`src/rtl/axi_pkg.sv`:
```
// axi_pkg: bridge FSM encoding and fixed AXI3 field constants
package axi_pkg;
  typedef enum logic [2:0] {IDLE, RD_AR, RD_R, WR_REQ, WR_B} state_t;
  localparam logic [1:0] BURST_INCR = 2'b01;
  localparam logic [1:0] SIZE_B = 2'd0;
  localparam logic [1:0] SIZE_H = 2'd1;
  localparam logic [1:0] SIZE_W = 2'd2;
  localparam logic [3:0] LEN_1 = 4'd0;
endpackage

```
`src/rtl/axi_wstrb_gen.sv`:
```
// axi_wstrb_gen: byte-lane strobe from transfer size and low address bits
module axi_wstrb_gen
  import axi_pkg::*;
(
  input  logic [1:0] size,
  input  logic [1:0] addr,
  output logic [3:0] wstrb
);
  always_comb wstrb = size == SIZE_B ? 4'b0001 << addr :
                      size == SIZE_H ? (addr[1] ? 4'b1100 : 4'b0011) : 4'b1111;
endmodule

```
`src/rtl/d_sram_like_to_axi.sv`:
```
// d_sram_like_to_axi: one SRAM-like data request to one single-beat AXI3 transaction
module d_sram_like_to_axi
  import axi_pkg::*;
#(
  parameter logic [3:0] ID = 4'b0001
) (
  input  logic        clk,
  input  logic        rst,
  input  logic        data_req,
  input  logic        data_wr,
  input  logic [1:0]  data_size,
  input  logic [31:0] data_addr,
  input  logic [31:0] data_wdata,
  output logic [31:0] data_rdata,
  output logic        data_addr_ok,
  output logic        data_data_ok,
  output logic [3:0]  arid,
  output logic [31:0] araddr,
  output logic [3:0]  arlen,
  output logic [2:0]  arsize,
  output logic [1:0]  arburst,
  output logic [1:0]  arlock,
  output logic [3:0]  arcache,
  output logic [2:0]  arprot,
  output logic        arvalid,
  input  logic        arready,
  input  logic [3:0]  rid,
  input  logic [31:0] rdata,
  input  logic [1:0]  rresp,
  input  logic        rlast,
  input  logic        rvalid,
  output logic        rready,
  output logic [3:0]  awid,
  output logic [31:0] awaddr,
  output logic [3:0]  awlen,
  output logic [2:0]  awsize,
  output logic [1:0]  awburst,
  output logic [1:0]  awlock,
  output logic [3:0]  awcache,
  output logic [2:0]  awprot,
  output logic        awvalid,
  input  logic        awready,
  output logic [3:0]  wid,
  output logic [31:0] wdata,
  output logic [3:0]  wstrb,
  output logic        wlast,
  output logic        wvalid,
  input  logic        wready,
  input  logic [3:0]  bid,
  input  logic [1:0]  bresp,
  input  logic        bvalid,
  output logic        bready
);
  state_t state, state_n;
  logic [31:0] addr_r, wdata_r;
  logic [1:0]  size_r;
  logic        aw_done, w_done, aw_hs, w_hs, wr_both;
  logic        unused;
  assign unused = ^{rid, rresp, rlast, bid, bresp};
  axi_wstrb_gen u_wstrb (.size(size_r), .addr(addr_r[1:0]), .wstrb(wstrb));
  assign arid = ID;
  assign awid = ID;
  assign wid = ID;
  assign araddr = addr_r;
  assign awaddr = addr_r;
  assign arsize = {1'b0, size_r};
  assign awsize = {1'b0, size_r};
  assign arlen = LEN_1;
  assign awlen = LEN_1;
  assign arburst = BURST_INCR;
  assign awburst = BURST_INCR;
  assign arlock = '0;
  assign awlock = '0;
  assign arcache = '0;
  assign awcache = '0;
  assign arprot = '0;
  assign awprot = '0;
  assign wlast = 1'b1;
  assign wdata = wdata_r;
  always_comb begin
    data_addr_ok = state == IDLE && data_req;
    arvalid = state == RD_AR;
    rready = state == RD_R;
    awvalid = state == WR_REQ && !aw_done;
    wvalid = state == WR_REQ && !w_done;
    bready = state == WR_B;
    aw_hs = awvalid && awready;
    w_hs = wvalid && wready;
    wr_both = (aw_done || aw_hs) && (w_done || w_hs);
    data_data_ok = (state == RD_R && rvalid) || (state == WR_B && bvalid);
    data_rdata = state == RD_R ? rdata : '0;
    state_n = state;
    case (state)
      IDLE:    state_n = data_req ? (data_wr ? WR_REQ : RD_AR) : IDLE;
      RD_AR:   state_n = arready ? RD_R : RD_AR;
      RD_R:    state_n = rvalid ? IDLE : RD_R;
      WR_REQ:  state_n = wr_both ? WR_B : WR_REQ;
      WR_B:    state_n = bvalid ? IDLE : WR_B;
      default: state_n = IDLE;
    endcase
  end
  always_ff @(posedge clk) begin
    if (rst) begin
      state <= IDLE;
      aw_done <= 1'b0;
      w_done <= 1'b0;
      addr_r <= '0;
      size_r <= '0;
      wdata_r <= '0;
    end else begin
      state <= state_n;
      if (data_addr_ok) begin
        addr_r <= data_addr;
        size_r <= data_size;
        wdata_r <= data_wdata;
      end
      aw_done <= state == WR_REQ && !wr_both && (aw_done || aw_hs);
      w_done <= state == WR_REQ && !wr_both && (w_done || w_hs);
    end
  end
endmodule

```
`config.mk`:
```
export PLATFORM = sky130hd
export DESIGN_NAME = d_sram_like_to_axi
export DESIGN_NICKNAME = d
export VERILOG_FILES = /design/src/rtl/axi_pkg.sv /design/src/rtl/axi_wstrb_gen.sv /design/src/rtl/d_sram_like_to_axi.sv
export SDC_FILE = /design/constraint.sdc
export NUM_CORES = 1
export LEC_CHECK = 0
export BUFFER_PORTS_ARGS = -buffer_cell sky130_fd_sc_hd__buf_4
export CAP_MARGIN = 0
export CORE_AREA = 2 2 121 123
export CTS_CLUSTER_SIZE = 28
export DETAILED_ROUTE_END_ITERATION = 8
export DIE_AREA = 0 0 123 125
export GPL_TIMING_DRIVEN = 0
export SLEW_MARGIN = 20
export SYNTH_ARGS = -nofsm -noshare
export SYNTH_HDL_FRONTEND = slang
export SYNTH_HIERARCHICAL = 1
export SYNTH_SLANG_ARGS = --single-unit
export TNS_END_PERCENT = 1
```
`constraint.sdc`:
```
create_clock -name clk -period 5.09 [get_ports clk]
set_input_delay 0.2545 -clock clk [delete_from_list [all_inputs] [get_ports clk]]
set_output_delay 0.2545 -clock clk [all_outputs]
set_load 0.01 [all_outputs]
```
==> Yosys cells after proc, flatten, opt, wreduce, memory -nomap -nowiden <==
Index checks and enable logic that the tools add are counted.
{ "op_classes": {"addsub": 0, "multipliers": 0, "div": 0, "magnitude_cmp": 0, "eq_ne": 5, "n_shift": 1, "muxes": 11, "bitwise_logic": 0, "reduce_logical": 19} }
{ "op_table": {"columns": ["op", "n"], "rows": [
  ["2-to-1 mux 32 bit", 1],
  ["one-hot mux 3 bit (5 select lines)", 1],
  ["2-to-1 mux 4 bit", 3],
  ["logical AND 1 bit", 11],
  ["2-to-1 mux 2 bit", 4],
  ["== test 3 x 2 -> 1 bit, second input constant", 2],
  ["2-to-1 mux 3 bit", 2],
  ["<< shifter 1 x 2 -> 4 bit, first input constant", 1],
  ["== test 3 x 1 -> 1 bit, second input constant", 1],
  ["== test 3 bit, second input constant", 1],
  ["zero test 1 bit", 3],
  ["zero test 3 bit", 1],
  ["logical OR 1 bit", 3],
  ["== test 2 x 1 -> 1 bit, second input constant", 1],
  ["zero test 2 bit", 1]
]} }
{ "word_totals": {"regBits": 71, "latch_bits": 0, "ram_bits": 0, "rom_bits": 0, "inputBits": 120, "out_inout_bits": 188, "wordCells": 42, "mem_count": 0} }

==> Logic depth before layout (Yosys ltp) <==
{ "logic_depth": {"word_depth": 8, "depth_mapped": 8, "ltp_nobuf": 4} }

==> By module <==
Netlist, hierarchy kept.
{ "by_module_without_submodules": {"columns": ["module", "instances", "cells_each", "area_each_um2"], "rows": [
  ["d_sram_like_to_axi", 1, 440, 3470.8],
  ["axi_wstrb_gen", 1, 7, 51.3]
]} }

==> Worst setup path after synthesis <==
OpenSTA, ideal clock, no wires.
{ "synth_path": {"path_type": "register to register", "start": "reg state[2]", "end": "reg wdata_r[16], in the netlist wdata[16]", "setup_time_ns": 0.142, "arrival_ns": 1.506, "path_slack_ns": 3.442, "stages_incl_launch_ff": 8, "path_buffers": 4, "period_less_slack_ns": 1.648, "path_cell_list": "dfxtp_1 buf_6 or4b_1 buf_2 buf_2 buf_2 nand2_1 a21oi_2"} }
{ "synth_via": {"elab_chain_cells": 2} }
{ "synth_rtl": {"columns": ["element", "line_no", "text"], "rows": [
  ["start: declaration", "d_sram_like_to_axi.sv:54", "state_t state, state_n;"],
  ["start signal: assignment", "d_sram_like_to_axi.sv:111", "state <= state_n;"],
  ["zero test 3 bit", "d_sram_like_to_axi.sv:81", "data_addr_ok = state == IDLE && data_req;"],
  ["logical AND 1 bit", "d_sram_like_to_axi.sv:81", null],
  ["end signal: assignment", "d_sram_like_to_axi.sv:115", "wdata_r <= data_wdata;"],
  ["end: declaration", "d_sram_like_to_axi.sv:55", "logic [31:0] addr_r, wdata_r;"]
]} }
Every way passes these cells.
A chain may end at the register's enable or synchronous reset.

==> Worst setup path after layout <==
{ "layout_path": {"start": "reg state[1]", "end": "out data_rdata[16]"} }
{ "layout_via": {"elab_chain_cells": 2} }
{ "layout_rtl": {"columns": ["element", "line_no", "text"], "rows": [
  ["== test 3 x 2 -> 1 bit", "d_sram_like_to_axi.sv:91", "data_rdata = state == RD_R ? rdata : '0;"],
  ["2-to-1 mux 32 bit", "d_sram_like_to_axi.sv:91", null],
  ["end: declaration", "d_sram_like_to_axi.sv:14", "output logic [31:0] data_rdata,"]
]} }
Every way passes these cells.

==> summary.txt <==
WP data arrival: 2.26 ns
CP cell instances: buf_2, nor3b_1, clkbuf_1, and2_1, buf_4
syn_area_per_cell: 7.88 um2
die width: 123 um
ANT nets after route: 0
critical path's slowest cell: nor3b_1
HP Start: data_wdata[24]
CP Launch Type: flip-flop
TritonRoute pass-1 iters: 4
Syn Std Cell Area: 3520 um2
hold path depth: 3
Worst Max-Slew Pin Slew: 0.899 ns
Clock Skew: 0.00599 ns
Setup CP Type: flip-flop to output pin
GRT met3 Usage: 0.0379
largest family of logic cells by synthesized area: simple AND/OR/NAND/NOR gates
fin. max-slew vios: 0
most frequent cells in the layout: buf_4 (328), nand2_1 (122), dfxtp_1 (71)
Sequential Area: 1420 um2
drc violations: 0
Fillers: 1,522
Die Span Y: 125 um
RSZ-0062 raised after global routing: no
multi-input logic area: 1500 um2
Top FF cell, synth: dfxtp_1
largest net degree at the start of global routing: 13
post-synthesis cell count: 447
initial antenna violation count: 0
Pwr Total: 0.00185 W
all-layer global routing usage: 0.139
Pwr Density: 301 nW/um2
hold slack: 0.167 ns
total number of vias: 3,684
commonest non-fill, non-tap cell in the layout: buf_4
GR Overflow Total: 0
register area share after synthesis: 0.404
Reg clk slew, reported paths: 0.06 ns
routability cong.: 0.754
HPWL after DPL: 9170 um
mux contribution to synthesized area: 0
Fin. Hold Viols: 0
RR Startpoint: state[1]
share of cells above drive strength 1: 0.506
Synth async-reset ratio: 0
design area: 6130 um2
post-synthesis adder-cell area fraction: 0
Crit Path Max Fanout: 10
# Post-CTS Setup Buffers: 0
Required @ worst endpoint: 4.84 ns
peak supply drop: 145 uV
Clk Tree Root Cell: clkbuf_16
Tmin final: 2.51 ns
Clock Latency Late Sink: 0.32 ns
Setup violations, final: 0
synth top area cells: dfxtp_1 (40%), buf_4 (17%), nand2_1 (13%), a21oi_1 (8.0%), and2_1 (5.9%)
origin of the worst setup path: state[1]
routing usage on met2: 0.242
busiest layer in global routing: met2
post-synth top area share: 0.404
TritonCTS buffer count: 9
Clock Sinks: 71
Synth Area in XOR/XNOR: 0
Area Growth Syn to Fin: 74.0%
routed wire length: 11,400 um
global-route wire length before repair: 16,700 um
TritonCTS clock tree: built
H-tree Lvls: 3
Seq cells post-synth: 71
max incr delay on CP: 0.76 ns
hold_buf cts: 0
drt wl/cell: 12.2 um
Core Area: 14,200 um2
period utilization: 0.494
die area: 15,400 um2
Initial Utilization: 0.248
EDFF count, synth: 0
Compound-Gate Fraction of Synth Area: 0.129
Synthesis Warnings: 6
Worst setup EP type: output pin
Vias/cell: 3.92
post-cts resize count: 0
Detailed Route Iter0 Violations: 156
status: complete, no violations
number of diodes: 0
clk buf depth: 2
HP Class: input pin to flip-flop
library cells used by synthesis: 34
highest clock rate: 0.398 GHz
grt met1 use: 0.158
area of placed instances: 5780 um2
setup TNS: 0 ns
vias in the first global route: 3,319
Post-Synth Simple-Gate Area: 0.250
reg2reg path depth: 7
Port Buf Inserts: 249
reg-to-reg slack, setup: 3.25 ns
normalized max-slew margin: 0.400
Yosys top cell by area: dfxtp_1
LEAKAGE: 3.12 nW
MaxCap Viol Count: 0
NumNets Final: 870
row count: 44
I/O pins: 308
-- sequential cells by signal, summed over array words and instances, names as in the netlist --
| register | flops |
|---|---|
| wdata | 32 |
| state | 3 |
| w_done | 1 |
| size_r | 2 |
| araddr | 32 |
| aw_done | 1 |
-- logic make-up after synthesis --
family / after synthesis
AND/OR/NAND/NOR: 187
AO/OA/AOI/OAI: 78
flip-flops: 71
buffers and inverters: 109
other: 2
-- path summary, 6_finish.rpt --
check | end
max reg2reg | wdata[20]
min | wdata[24]
min reg2reg | wdata[2]
max | data_rdata[16]
-- per-stage QoR --
| stage | util | setup slack [ns] | instances |
|---|---|---|---|
| after floorplan | - | 3.44 | 490 |
| after global placement | 0.407 | 2.79 | 923 |
| after detailed placement | 0.407 | 2.82 | 923 |
| after CTS | 0.432 | 2.46 | 939 |
| after global routing | 0.432 | 2.28 | 939 |
| final | 0.432 | 2.58 | 939 |
-- power breakdown --
group | internal (W) | total (W) | leakage [nW] | switching, W
combinational | 0.000265 | 0.000493 | 2.37 | 0.000227
clock | 0.000490 | 0.000724 | 0.168 | 0.000234
sequential | 0.000601 | 0.000632 | 0.582 | 0.0000308
total | 0.00136 | 0.00185 | 3.12 | 0.000492
-- cell type report --
class                      instances  share of cell area
buffer                           107               0.122
timing repair buffer             249               0.305
tap                              184              0.0376
sequential                        71               0.232
clock buffer                      10              0.0390
clock inverter                     6              0.0176
inverter                           2             0.00204
multi-input combinational        310               0.245
-- layer usage --
| layer | up-vias | share of wire |
|---|---|---|
| met5 | - | 0 |
| met4 | 0 | 0.020 |
| met3 | 15 | 0.096 |
| met2 | 177 | 0.50 |
| met1 | 1574 | 0.39 |
| li1 | 1918 | - |
-- critical path, delay by kind of cell (launching register included) --
| kind | cells | cell delay [ns] |
|---|---|---|
| buf+inv | 3 | 0.67 |
| flops | 1 | 0.30 |
| simple gates | 2 | 0.97 |
-- cells in the mapped netlist (2+ instances only) --
cell type	n
a21o_1	2
a21oi_1	56
a21oi_2	10
and2_1	33
and4b_1	2
buf_2	11
buf_4	79
buf_6	3
clkbuf_1	13
conb_1	2
dfxtp_1	71
nand2_1	122
nand2_2	10
nand2b_1	2
nor2_1	6
nor2b_1	2
nor3b_1	2
nor4_1	2
o21ai_0	2
o21bai_1	2
o22ai_1	2
Power figures use the tool's default switching activity.
